File: src/rtl/multdiv_issue_control_pkg.sv
// Shared constants and types for the multdiv issue controller.
package multdiv_issue_control_pkg;

    // Instruction field encodings
    localparam logic [4:0] OpcRtype = 5'b00000;
    localparam logic [4:0] AluMul   = 5'b00110;
    localparam logic [4:0] AluDiv   = 5'b00111;

    // Exception redirect target and codes
    localparam logic [4:0]  RegRstatus = 5'd30;
    localparam logic [31:0] ExcMul     = 32'd1;
    localparam logic [31:0] ExcDiv     = 32'd3;

    typedef enum logic [1:0] {
        StIdle,
        StBusy,
        StDone
    } md_state_e;

endpackage

File: src/rtl/multdiv_issue_control_if.sv
// Start/ready handshake between the issue controller and the multdiv unit.
interface multdiv_issue_control_if;

    logic        ctrl_MULT;
    logic        ctrl_DIV;
    logic [31:0] operandA;
    logic [31:0] operandB;
    logic [31:0] data_result;
    logic        data_exception;
    logic        data_resultRDY;

    // Controller side: issues starts and operands, receives completion
    modport master (
        output ctrl_MULT, ctrl_DIV, operandA, operandB,
        input  data_result, data_exception, data_resultRDY
    );

    // Unit side
    modport slave (
        input  ctrl_MULT, ctrl_DIV, operandA, operandB,
        output data_result, data_exception, data_resultRDY
    );

endinterface

File: src/rtl/multdiv_issue_control_md_decode.sv
// Combinational mul/div decode; also usable by hazard detection.
module multdiv_issue_control_md_decode
    import multdiv_issue_control_pkg::*;
(
    input  logic [31:0] insn_i,
    output logic        is_mul_o,
    output logic        is_div_o,
    output logic [4:0]  rd_o
);

    logic is_rtype;
    logic unused_insn_bits;

    // Only opcode, ALU op and rd fields matter here
    always_comb begin
        is_rtype         = (insn_i[31:27] == OpcRtype);
        is_mul_o         = is_rtype && (insn_i[6:2] == AluMul);
        is_div_o         = is_rtype && (insn_i[6:2] == AluDiv);
        rd_o             = insn_i[26:22];
        unused_insn_bits = ^{insn_i[21:7], insn_i[1:0]};
    end

endmodule

File: src/rtl/multdiv_issue_control.sv
// Issues mul/div to the multi-cycle unit, stalls the pipeline, produces one writeback beat.
module multdiv_issue_control
    import multdiv_issue_control_pkg::*;
#(
    parameter int unsigned TIMEOUT = 64,
    parameter int unsigned CNT_W   = 7
) (
    input  logic                    clock,
    input  logic                    reset,
    input  logic [31:0]             insn,
    input  logic                    flush,
    input  logic [31:0]             dataRegA,
    input  logic [31:0]             dataRegB,
    multdiv_issue_control_if.master md,
    output logic                    stall,
    output logic                    wb_valid,
    output logic [4:0]              wb_reg,
    output logic [31:0]             wb_data,
    output logic [CNT_W-1:0]        busy_cycles
);

    md_state_e        state_q, state_d;
    logic [31:0]      op_a_q, op_a_d, op_b_q, op_b_d;
    logic [31:0]      result_q, result_d;
    logic [4:0]       rd_q, rd_d;
    logic             div_q, div_d;
    logic             exc_q, exc_d;
    logic [CNT_W-1:0] cnt_q, cnt_d;

    logic       is_mul, is_div;
    logic [4:0] dec_rd;
    logic       start, timeout;

    multdiv_issue_control_md_decode u_decode (
        .insn_i   (insn),
        .is_mul_o (is_mul),
        .is_div_o (is_div),
        .rd_o     (dec_rd)
    );

    // Start is gated by reset so an asserted reset silences ctrl/stall immediately
    always_comb begin
        start   = !reset && (state_q == StIdle) && (is_mul || is_div) && !flush;
        timeout = (cnt_q == CNT_W'(TIMEOUT - 1));
    end

    // State register
    always_ff @(posedge clock or posedge reset) begin
        if (reset) begin
            state_q <= StIdle;
        end else begin
            state_q <= state_d;
        end
    end

    // Next state: flush beats a same-cycle ready; ready beats a same-cycle timeout
    always_comb begin
        state_d = state_q;
        unique case (state_q)
            StIdle:  if (start) state_d = StBusy;
            StBusy: begin
                if (flush) begin
                    state_d = StIdle;
                end else if (md.data_resultRDY || timeout) begin
                    state_d = StDone;
                end
            end
            StDone:  state_d = StIdle;
            default: state_d = StIdle;
        endcase
    end

    // Operand/result latches and saturating busy counter
    always_comb begin
        op_a_d   = op_a_q;
        op_b_d   = op_b_q;
        rd_d     = rd_q;
        div_d    = div_q;
        cnt_d    = cnt_q;
        result_d = result_q;
        exc_d    = exc_q;
        if (start) begin
            op_a_d = dataRegA;
            op_b_d = dataRegB;
            rd_d   = dec_rd;
            div_d  = is_div;
            cnt_d  = '0;
        end else if (state_q == StBusy) begin
            if (cnt_q != CNT_W'(TIMEOUT)) cnt_d = cnt_q + CNT_W'(1);
            if (!flush) begin
                if (md.data_resultRDY) begin
                    result_d = md.data_result;
                    exc_d    = md.data_exception;
                end else if (timeout) begin
                    result_d = '0;
                    exc_d    = 1'b1;
                end
            end
        end
    end

    // Datapath registers
    always_ff @(posedge clock or posedge reset) begin
        if (reset) begin
            op_a_q   <= '0;
            op_b_q   <= '0;
            rd_q     <= '0;
            div_q    <= 1'b0;
            cnt_q    <= '0;
            result_q <= '0;
            exc_q    <= 1'b0;
        end else begin
            op_a_q   <= op_a_d;
            op_b_q   <= op_b_d;
            rd_q     <= rd_d;
            div_q    <= div_d;
            cnt_q    <= cnt_d;
            result_q <= result_d;
            exc_q    <= exc_d;
        end
    end

    // Outputs: start pulses, stall, and the single DONE writeback beat
    always_comb begin
        md.ctrl_MULT = start && is_mul;
        md.ctrl_DIV  = start && is_div;
        md.operandA  = op_a_q;
        md.operandB  = op_b_q;
        stall        = start || (state_q == StBusy);
        busy_cycles  = cnt_q;
        wb_valid     = 1'b0;
        wb_reg       = '0;
        wb_data      = '0;
        if (state_q == StDone) begin
            if (exc_q) begin
                wb_valid = 1'b1;
                wb_reg   = RegRstatus;
                wb_data  = div_q ? ExcDiv : ExcMul;
            end else if (rd_q != 5'd0) begin
                wb_valid = 1'b1;
                wb_reg   = rd_q;
                wb_data  = result_q;
            end
        end
    end

endmodule

File: src/flat_wrapper.sv
// flat-port wrapper written by rule: the top's interface ports become plain ports
module multdiv_issue_control_flat import multdiv_issue_control_pkg::*;
#(
    parameter int unsigned TIMEOUT = 64,
    parameter int unsigned CNT_W   = 7
)
  (clock, reset, insn, flush, dataRegA, dataRegB, stall, wb_valid, wb_reg, wb_data, busy_cycles, md_ctrl_MULT, md_ctrl_DIV, md_operandA, md_operandB, md_data_result, md_data_exception, md_data_resultRDY);
  multdiv_issue_control_if md_i ();
  input  logic clock;
  input  logic reset;
  input  logic [31:0] insn;
  input  logic flush;
  input  logic [31:0] dataRegA;
  input  logic [31:0] dataRegB;
  output logic stall;
  output logic wb_valid;
  output logic [4:0] wb_reg;
  output logic [31:0] wb_data;
  output logic [CNT_W-1:0] busy_cycles;
  output wire logic [$bits(md_i.ctrl_MULT)-1:0] md_ctrl_MULT;
  output wire logic [$bits(md_i.ctrl_DIV)-1:0] md_ctrl_DIV;
  output wire logic [$bits(md_i.operandA)-1:0] md_operandA;
  output wire logic [$bits(md_i.operandB)-1:0] md_operandB;
  input wire logic [$bits(md_i.data_result)-1:0] md_data_result;
  input wire logic [$bits(md_i.data_exception)-1:0] md_data_exception;
  input wire logic [$bits(md_i.data_resultRDY)-1:0] md_data_resultRDY;
  assign md_ctrl_MULT = md_i.ctrl_MULT;
  assign md_ctrl_DIV = md_i.ctrl_DIV;
  assign md_operandA = md_i.operandA;
  assign md_operandB = md_i.operandB;
  assign md_i.data_result = md_data_result;
  assign md_i.data_exception = md_data_exception;
  assign md_i.data_resultRDY = md_data_resultRDY;
  multdiv_issue_control #(.TIMEOUT(TIMEOUT), .CNT_W(CNT_W)) u_core (.clock(clock), .reset(reset), .insn(insn), .flush(flush), .dataRegA(dataRegA), .dataRegB(dataRegB), .md(md_i), .stall(stall), .wb_valid(wb_valid), .wb_reg(wb_reg), .wb_data(wb_data), .busy_cycles(busy_cycles));
endmodule
File: config.mk
export PLATFORM = sky130hd
export DESIGN_NAME = multdiv_issue_control_flat
export DESIGN_NICKNAME = d
export VERILOG_FILES = /design/src/rtl/multdiv_issue_control_pkg.sv /design/src/rtl/multdiv_issue_control_if.sv /design/src/rtl/multdiv_issue_control_md_decode.sv /design/src/rtl/multdiv_issue_control.sv /design/src/flat_wrapper.sv
export SDC_FILE = /design/constraint.sdc
export NUM_CORES = 1
export LEC_CHECK = 0
export BUFFER_PORTS_ARGS = -buffer_cell sky130_fd_sc_hd__buf_2
export CAP_MARGIN = 10
export CELL_PAD_IN_SITES_DETAIL_PLACEMENT = 1
export CELL_PAD_IN_SITES_GLOBAL_PLACEMENT = 2
export CORE_UTILIZATION = 28
export CTS_BUF_LIST = sky130_fd_sc_hd__clkbuf_2 sky130_fd_sc_hd__clkbuf_4 sky130_fd_sc_hd__clkbuf_8
export CTS_CLUSTER_SIZE = 25
export DETAILED_ROUTE_END_ITERATION = 10
export PLACE_DENSITY_LB_ADDON = 0.1
export RECOVER_POWER = 100
export SLEW_MARGIN = 40
export SYNTH_ARGS = -nofsm -noshare
export SYNTH_HDL_FRONTEND = slang
export SYNTH_HIERARCHICAL = 1
export SYNTH_SLANG_ARGS = --single-unit
File: constraint.sdc
create_clock -name clock -period 4.2 [get_ports clock]
set_input_delay 0.84 -clock clock [delete_from_list [all_inputs] [get_ports clock]]
set_output_delay 0.84 -clock clock [all_outputs]
set_load 0.02 [all_outputs]
==> results.json, run 1 <==
{
  "status": "complete, but fails checks",
  "violations": "max-capacitance violations, max-slew violations",
  "cts_resized": 0,
  "die_area_mm2": 0.0182,
  "synth_area_mm2": 0.00494,
  "grt_max_degree": 62,
  "fmax_mhz": 275,
  "powerDensity_mw_per_mm2": 306,
  "yosysSeqAreaShare": 0.567,
  "dp.cells": 842,
  "cts_buffer_depth": 2,
  "dpl-instance-area_mm2": 0.00628,
  "synth-seq-cells": 112,
  "cts_tree": "built",
  "multi_input_area_mm2": 0.00186,
  "cts_sinks": 112,
  "syn_to_final_growth_pct": 29.2,
  "worstPathRequired_ns": 3.36,
  "yosysWarnings": 6,
  "htree_num_levels": 3,
  "drive_above_1_share": 0.325,
  "synth_cell_types": 39,
  "setup_viol": 0,
  "cp-end-kind": "output pin",
  "globalplace.congestion": 0.729,
  "pin_count": 245,
  "fin_cells": 859,
  "fin_crit_sh": 0.867,
  "drtPass1Iterations": 4,
  "rsz0062_at_grt": "false",
  "rows": 48,
  "post-place-ws_ns": 0.740,
  "arrival_ns": 2.80,
  "finalSetupTns_ns": 0,
  "start_util": 0.287,
  "total_power_mw": 1.95,
  "peakVddDrop_uv": 136,
  "cts-hold-fix-buffers": 0,
  "grt_pass1_vias": 4289,
  "syn-num-nets": 548,
  "critical_path.slowest_cell": "clkbuf_1",
  "antenna_found_initial": 3,
  "portBuffers": 227,
  "max_cap_violations": 2,
  "grtUsageTotal": 0.162,
  "worst_slack_ns": 0.559,
  "drc": 0,
  "routed_wl_mm": 14.1,
  "post_drt_wl_per_cell_um": 16.4,
  "regArea_mm2": 0.00280,
  "worst_slew_pin_slew_ns": 2.83,
  "core_area_mm2": 0.0172,
  "drt-initial-drc-count": 117,
  "layout_common_cells": "buf_2, dfrtp_1, clkbuf_1",
  "holdCritPathClass": "reg -> reg",
  "num_vias": 3955,
  "clk_latency_ns": 0.39,
  "synth_ff_type": "dfrtp_1",
  "fin_skew_ns": 0.0127,
  "cts_setup_buffers": 0,
  "p_leak_nw": 3.40,
  "grt_pass1_wl_mm": 22.5,
  "async_flop_share": 1.00,
  "cp_slowest_stage_delay_ns": 0.97,
  "maxSlewViolCount": 96,
  "cts_buffers": 9,
  "synth_edf_count": 0,
  "die_h_um": 135,
  "mostFrequentLayoutCell": "buf_2",
  "relSlewSlack": -0.899,
  "synth.avg_cell_area_um2": 12.0,
  "vias_per_cell": 4.60,
  "synth_top_cell_area_share": 0.567,
  "ant_nets": 0,
  "clockRootBuffer": "clkbuf_8",
  "fp.dieW_um": 135,
  "final_nets": 763,
  "crit_chain": "nand2b_1 > a211oi_4 > clkbuf_1 > and2_1 > buf_2",
  "worstSetupPathType": "reg -> out",
  "overflow": 0,
  "dp_hpwl_mm": 10.1,
  "clk_pin_slew_ns": 0.11,
  "crit_path_start_kind": "register",
  "min_period_ns": 3.64,
  "final-hold-violation-count": 0,
  "design_area_mm2": 0.00638,
  "syn_inst": 413,
  "synth_area_leaders": "dfrtp_1, mux2_2, mux2_1",
  "path_max_fanout": 30,
  "yosys.area.top_type": "dfrtp_1",
  "nFillCells": 1954
}
where the power goes:
group	internal (mW)	switching (mW)
Sequential	1.09	0.0114
Clock	0.314	0.389
Combinational	0.0611	0.0823
metrics by stage:
stage / hold slack [ns] / utilization
floorplan: 0.481 / -
global placement: 0.463 / 0.365
detailed placement: 0.471 / 0.365
CTS: 0.498 / 0.377
global route: 0.521 / 0.370
finish: 0.499 / 0.370
routing by layer:
| metal | track usage | wire, um | up-vias |
|---|---|---|---|
| li1 | - | - | 1845 |
| met1 | 0.183 | 5530 | 1964 |
| met2 | 0.281 | 7260 | 121 |
| met3 | 0.0529 | 1010 | 21 |
| met4 | 0.0674 | 270 | 4 |
| met5 | 0 | 36 | - |
kinds of logic (layout without fill, tap and decap cells):
group,after synthesis,count (layout),share of synthesized area
AOI/OAI and AO/OA,88,88,0.111
and+or+nand+nor,70,70,0.0866
adders and majority gates,2,2,0.00506
other,0,1,0
muxes,72,72,0.164
DFF,112,112,0.567
buffers and inverters,69,289,0.0661
registers in the layout (all words and copies together) (netlist names):
name and count:
u_core/busy_cycles 7, u_core/result_q 32, u_core/rd_q 5, u_core/state_q 2
u_core/md.operandA 32, u_core/exc_q 1, u_core/md.operandB 32, u_core/div_q 1
worst max-delay path: cells and delay by family (launching register included):
kind | cells | cell delay [ns]
flops | 1 | 0.45
simple gates | 2 | 0.60
compound gates | 1 | 0.22
buf+inv | 2 | 1.14
synth_stat cells, drive strengths merged, types with 3 or more instances:
cell    count
dfrtp     112
o21ai      39
nand2       4
mux2       70
clkbuf     16
inv        40
a22oi      32
or4         5
nor2       11
a21oi       6
buf        13
nand2b      3
and2       32
layout make-up:
cell class | count | area share
antenna | 1 | 0.000392
clock buffer | 11 | 0.0237
clock inverter | 5 | 0.00980
inverter | 40 | 0.0237
multi-input combinational | 232 | 0.291
sequential | 112 | 0.439
tap | 225 | 0.0441
timing repair buffer | 233 | 0.169
worst paths after layout:
check / startpoint / endpoint / slack [ns] / depth (start not counted)
worst min register to register: u_core/md.operandB[23] / u_core/md.operandB[23] / 0.50 / 1
worst max-delay path: u_core/state_q[0] / wb_data[30] / 0.56 / 5
worst min-delay path: u_core/md.operandB[23] / u_core/md.operandB[23] / 0.50 / 1
max in group asynchronous: reset / u_core/md.operandA[13] / 1.68 / 2
worst max register to register: u_core/state_q[1] / u_core/md.operandB[30] / 1.42 / 4
min in group asynchronous: reset / u_core/state_q[1] / 1.28 / 2
(Power assumes the default switching activity.)
==> run 2: changes to the inputs <==
--- a/config.mk
+++ b/config.mk
@@ -9,8 +9,8 @@
 export CAP_MARGIN = 10
 export CELL_PAD_IN_SITES_DETAIL_PLACEMENT = 1
 export CELL_PAD_IN_SITES_GLOBAL_PLACEMENT = 2
-export CORE_UTILIZATION = 28
-export CTS_BUF_LIST = sky130_fd_sc_hd__clkbuf_2 sky130_fd_sc_hd__clkbuf_4 sky130_fd_sc_hd__clkbuf_8
+export CORE_UTILIZATION = 27
+export CTS_BUF_LIST = sky130_fd_sc_hd__clkbuf_16
 export CTS_CLUSTER_SIZE = 25
 export DETAILED_ROUTE_END_ITERATION = 10
 export PLACE_DENSITY_LB_ADDON = 0.1
@@ -18,5 +18,4 @@
 export SLEW_MARGIN = 40
 export SYNTH_ARGS = -nofsm -noshare
 export SYNTH_HDL_FRONTEND = slang
-export SYNTH_HIERARCHICAL = 1
 export SYNTH_SLANG_ARGS = --single-unit
==> results.json, run 2 <==
{
  "grt_pass1_vias": 3759,
  "fin_skew_ns": 0.00453,
  "switchingPower_uw": 484,
  "netSwitchingFraction": 0.229,
  "drt-initial-drc-count": 71,
  "worst_slack_ns": 0.912,
  "grtUsageTotal": 0.149,
  "max_cap_violations": 1,
  "critical_path.slowest_cell": "nand4_1",
  "yosys.area.top_type": "dfrtp_1",
  "die_h_um": 133,
  "p_int_mw": 1.63,
  "cts_buffer_depth": 2,
  "cts-hold-fix-buffers": 0,
  "peakVddDrop_uv": 190,
  "post_drt_wl_per_cell_um": 16.1,
  "worst_slew_pin_slew_ns": 1.60,
  "fp.dieW_um": 133,
  "final-hold-violation-count": 0,
  "fmax_mhz": 304,
  "nFillCells": 1929,
  "dp_hpwl_mm": 9.17,
  "holdCritPathClass": "reg -> reg",
  "clk_pin_slew_ns": 0.07,
  "layout_common_cells": "buf_2, dfrtp_1, clkbuf_1",
  "crit_cells": 5,
  "synth.avg_cell_area_um2": 13.7,
  "r2r_start": "u_core.busy_cycles[0]",
  "powerDensity_mw_per_mm2": 348,
  "p_leak_nw": 3.16,
  "vias_per_cell": 4.48,
  "setup_viol": 0,
  "synth_area_leaders": "dfrtp_1, mux2_1, a22o_1",
  "clockRootBuffer": "clkbuf_16",
  "drive_above_1_share": 0.256,
  "r2r_slack_ns": 1.53,
  "syn_inst": 336,
  "drc": 0,
  "synth-seq-cells": 112,
  "ant_nets": 0,
  "syn-num-nets": 471,
  "synth_common_cells": "dfrtp_1, mux2_1, a22o_1",
  "yosysWarnings": 0,
  "cp_slowest_stage_delay_ns": 0.49,
  "num_vias": 3530,
  "whs_ns": 0.490,
  "clk_latency_ns": 0.34,
  "synth_top_cell_area_share": 0.607,
  "final_util": 0.365,
  "core_area_mm2": 0.0166,
  "relSlewSlack": -0.0633,
  "routed_wl_mm": 12.6,
  "design_area_mm2": 0.00607,
  "arrival_ns": 2.45,
  "synth_ff_type": "dfrtp_1",
  "fin_cells": 788,
  "cts_tree": "built",
  "clockPowerShare": 0.401,
  "async_flop_share": 1.00,
  "min_period_ns": 3.29,
  "path_max_fanout": 9,
  "synth_area_mm2": 0.00462,
  "status": "complete, but fails checks",
  "total_power_mw": 2.11,
  "rows": 47,
  "combPwrFrac": 0.067,
  "post-place-ws_ns": 1.26,
  "mostFrequentLayoutCell": "buf_2",
  "dpl-instance-area_mm2": 0.00597,
  "cts_setup_buffers": 0,
  "drtPass1Iterations": 3,
  "antenna_found_initial": 1,
  "grt_max_degree": 75,
  "yosysSeqAreaShare": 0.607,
  "r2r_cells": 7,
  "dp.cells": 771,
  "seqPwrFrac": 0.532,
  "globalplace.congestion": 0.716,
  "fin_crit_sh": 0.783,
  "portBuffers": 227,
  "worstPathRequired_ns": 3.36,
  "overflow": 0,
  "crit_path_start_kind": "input port",
  "cp-end-kind": "output pin",
  "synth_cell_types": 33,
  "violations": "max-capacitance violations, max-slew violations",
  "pin_count": 245,
  "final_nets": 697,
  "synth_edf_count": 0,
  "crit_chain": "clkbuf_1 > nor4_1 > nand4_1 > nor2_1 > clkbuf_1",
  "critPathCapture": "md_ctrl_DIV",
  "cts_resized": 0,
  "path_delay_family": "simple AND/OR/NAND/NOR gates",
  "timing.rr.end": "u_core.exc_q",
  "cts_buffers": 9,
  "htree_num_levels": 3,
  "start_util": 0.278,
  "grt_pass1_wl_mm": 20.4,
  "rsz0062_at_grt": "false",
  "cts_sinks": 112,
  "crit_buf_inv": 2,
  "maxSlewViolCount": 34,
  "finalSetupTns_ns": 0,
  "critical_path.most_common_cell": "clkbuf_1",
  "cp-startpoint": "reset",
  "yosysMostFrequentCell": "dfrtp_1",
  "worstSetupPathType": "in -> out",
  "die_area_mm2": 0.0176,
  "syn_to_final_growth_pct": 31.4
}
## run 2: cell count changes after synthesis, sizes merged, moves of 5 or more
cell    previous run  this run
o21ai             39         2
a22o               0        32
a22oi             32         0
inv               40         8
nor2              11        25
clkbuf            16         8
or4                5         0
xnor2              0         5
## run 2: power groups by stage
stage / combinational, mW / clock, mW / sequential (mW)
after floorplan: 0.0532 / 0 / 1.15
after global placement: 0.147 / 0 / 1.14
after detailed placement: 0.152 / 0 / 1.14
after CTS: 0.152 / 0.901 / 1.12
after global routing: 0.158 / 0.927 / 1.13
final: 0.141 / 0.847 / 1.12
## run 2: per-layer routing
metal / track usage / part of all wire
met5: 0 / 0
met4: 0.0587 / 0.015
met3: 0.0437 / 0.070
met2: 0.243 / 0.48
met1: 0.184 / 0.43
## run 2: kinds of logic (layout without fill, tap and decap cells)
logic type / Yosys count / in the layout / synth area share
flip-flops: 112 / 112 / 0.607
other: 0 / 1 / 0
adder cells (fa/ha/maj): 2 / 2 / 0.00542
AO/OA/AOI/OAI: 41 / 41 / 0.0729
AND/OR/NAND/NOR: 80 / 80 / 0.0978
buffers and inverters: 26 / 257 / 0.0325
XOR/XNOR: 5 / 5 / 0.00948
multiplexers: 70 / 70 / 0.175
## run 2: how the worst min path moves through the flow
stage / start / to / slack [ns] / depth (start not counted)
finish: u_core.md.operandA[19] / u_core.md.operandA[19] / 0.49 / 1
global route: u_core.md.operandA[30] / u_core.md.operandA[30] / 0.50 / 1
CTS: u_core.md.operandA[24] / u_core.md.operandA[24] / 0.49 / 1
detailed placement: u_core.result_q[4] / u_core.result_q[4] / 0.47 / 1
global placement: u_core.md.operandA[4] / u_core.md.operandA[4] / 0.47 / 1
floorplan: u_core.div_q / u_core.div_q / 0.45 / 1
## run 2: final cells by class
cell class,count,area [um2],share of cell area
Antenna cell,1,2.50,0.000412
Clock inverter,7,63.8,0.0105
Sequential cell,112,2800,0.462
Clock buffer,9,225,0.0371
Tap cell,220,275,0.0453
Multi-Input combinational cell,198,1630,0.268
Inverter,8,35.0,0.00577
Timing Repair Buffer,233,1040,0.171
## run 2: worst reg2reg max path, delay by kind of cell (launching register included)
family	cells	cell delay (ns)
buffers and inverters	2	1.31
DFF	1	0.45
AOI/OAI and AO/OA	2	0.34
adders and majority gates	1	0.25
and+or+nand+nor	2	0.22
==> run 3: changes to the inputs <==
--- a/config.mk
+++ b/config.mk
@@ -9,7 +9,7 @@
 export CAP_MARGIN = 10
 export CELL_PAD_IN_SITES_DETAIL_PLACEMENT = 1
 export CELL_PAD_IN_SITES_GLOBAL_PLACEMENT = 2
-export CORE_UTILIZATION = 27
+export CORE_UTILIZATION = 25
 export CTS_BUF_LIST = sky130_fd_sc_hd__clkbuf_16
 export CTS_CLUSTER_SIZE = 25
 export DETAILED_ROUTE_END_ITERATION = 10
==> constraint.sdc (replaced) <==
create_clock -name clock -period 2.8 [get_ports clock]
set_input_delay 0.56 -clock clock [delete_from_list [all_inputs] [get_ports clock]]
set_output_delay 0.56 -clock clock [all_outputs]
set_load 0.02 [all_outputs]
==> results.json, run 3 (synthesized netlist as in run 2, its figures left out) <==
{
  "status": "complete, but fails checks",
  "violations": "max-capacitance violations, max-slew violations",
  "finalSetupTns_ns": 0,
  "fin_cells": 801,
  "wl_met3_mm": 1.13,
  "drive_above_1_share": 0.264,
  "arrival_ns": 2.01,
  "die_area_mm2": 0.0190,
  "relSlewSlack": -0.0453,
  "cts_buffer_depth": 2,
  "rows": 49,
  "clockRootBuffer": "clkbuf_16",
  "max_cap_violations": 1,
  "portBuffers": 227,
  "fmax_mhz": 389,
  "clk_latency_ns": 0.35,
  "routed_wl_mm": 12.9,
  "final-hold-violation-count": 0,
  "cp-end-kind": "output pin",
  "antenna_found_initial": 0,
  "crit_path_start_kind": "input port",
  "dp_hpwl_mm": 9.21,
  "worst_slew_pin_slew_ns": 1.57,
  "worstSetupPathType": "in -> out",
  "cp_slowest_stage_delay_ns": 0.66,
  "worstPathRequired_ns": 2.24,
  "crit_chain": "clkbuf_1 > nor4_1 > nand4_4 > nor2_1 > clkbuf_2",
  "drt-initial-drc-count": 103,
  "globalplace.congestion": 0.697,
  "grt_pass1_vias": 3586,
  "drc": 0,
  "setup_viol": 0,
  "met1_length_mm": 5.69,
  "num_vias": 3483,
  "rsz0062_at_grt": "false",
  "fin_crit_sh": 0.917,
  "highest-signal-layer": "met4",
  "peakVddDrop_uv": 286,
  "met2_length_mm": 5.94,
  "vias_per_cell": 4.35,
  "whs_ns": 0.415,
  "p_leak_nw": 3.18,
  "fp.dieW_um": 138,
  "drtPass1Iterations": 4,
  "htree_num_levels": 3,
  "post_drt_wl_per_cell_um": 16.1,
  "maxSlewViolCount": 113,
  "nFillCells": 2040,
  "fin_skew_ns": 0.00844,
  "start_util": 0.256,
  "min_period_ns": 2.57,
  "clk_pin_slew_ns": 0.07,
  "grt_pass1_wl_mm": 19.5,
  "core_area_mm2": 0.0180,
  "die_h_um": 138,
  "pin_count": 245,
  "cts_buffers": 9,
  "syn_to_final_growth_pct": 32.4,
  "cts_tree": "built",
  "grt_max_degree": 113,
  "critical_path.slowest_cell": "nor4_1",
  "powerDensity_mw_per_mm2": 513,
  "grtUsageTotal": 0.136,
  "n_antenna_cell": 0,
  "layout_common_cells": "buf_2, dfrtp_1, clkbuf_1",
  "cts_sinks": 112,
  "dp.cells": 782,
  "ant_nets": 0,
  "final_nets": 702,
  "path_max_fanout": 3,
  "mostFrequentLayoutCell": "buf_2",
  "holdCritPathClass": "in -> reg",
  "total_power_mw": 3.14,
  "overflow": 0
}
[run 3: worst max-delay path: cells and delay by family]
family	cells	cell delay [ns]
buffers and inverters	2	0.32
AND/OR/NAND/NOR	3	1.12
[run 3: final cells by class]
cell class / count / area (um2) / share of cell area
sequential: 112 / 2800 / 0.458
multi-input combinational: 198 / 1640 / 0.268
tap: 229 / 287 / 0.0468
timing repair buffer: 238 / 1080 / 0.176
inverter: 8 / 33.8 / 0.00552
clock buffer: 9 / 225 / 0.0368
clock inverter: 7 / 56.3 / 0.00920
[run 3: stage by stage]
stage	util	instance area [um2]	setup WS (ns)
after detailed placement	0.333	6010	0.340
after global placement	0.333	6000	0.322
after CTS	0.349	6290	0.120
final	0.339	6120	0.232
after floorplan	-	4620	0.474
after global routing	0.339	6120	0.0786
[run 3: what timing repair did]
action                     4_1_cts  5_1_grt
gates resized for setup          1        0
buffers inserted                 0        3
setup endpoints to repair       16        3
hold buffers                     0        0
[run 3: where the power goes]
part           leakage [nW]  switching (mW)  internal [mW]
Sequential             1.51          0.0269           1.66
Combinational          1.54           0.117          0.100
Clock                 0.132           0.626          0.614
Total                  3.18           0.769           2.37
[run 3: per-layer routing]
layer,up-vias,track usage
met5,-,0
met4,0,0.0453
met3,9,0.0417
met2,137,0.212
met1,1705,0.178
li1,1632,-
[run 3: path summary, 6_finish.rpt]
kind                                            start                      to  slack, ns  cells past startpoint
max in group asynchronous                       reset  u_core.md.operandA[16]       1.02                      3
worst max-delay path                            reset             md_ctrl_DIV       0.23                      5
min in group asynchronous                       reset   u_core.md.operandA[0]       0.84                      3
worst min-delay path                     dataRegA[24]  u_core.md.operandA[24]       0.41                      2
worst max register to register  u_core.busy_cycles[1]     u_core.result_q[11]       0.68                      6
worst min register to register           u_core.div_q            u_core.div_q       0.49                      1
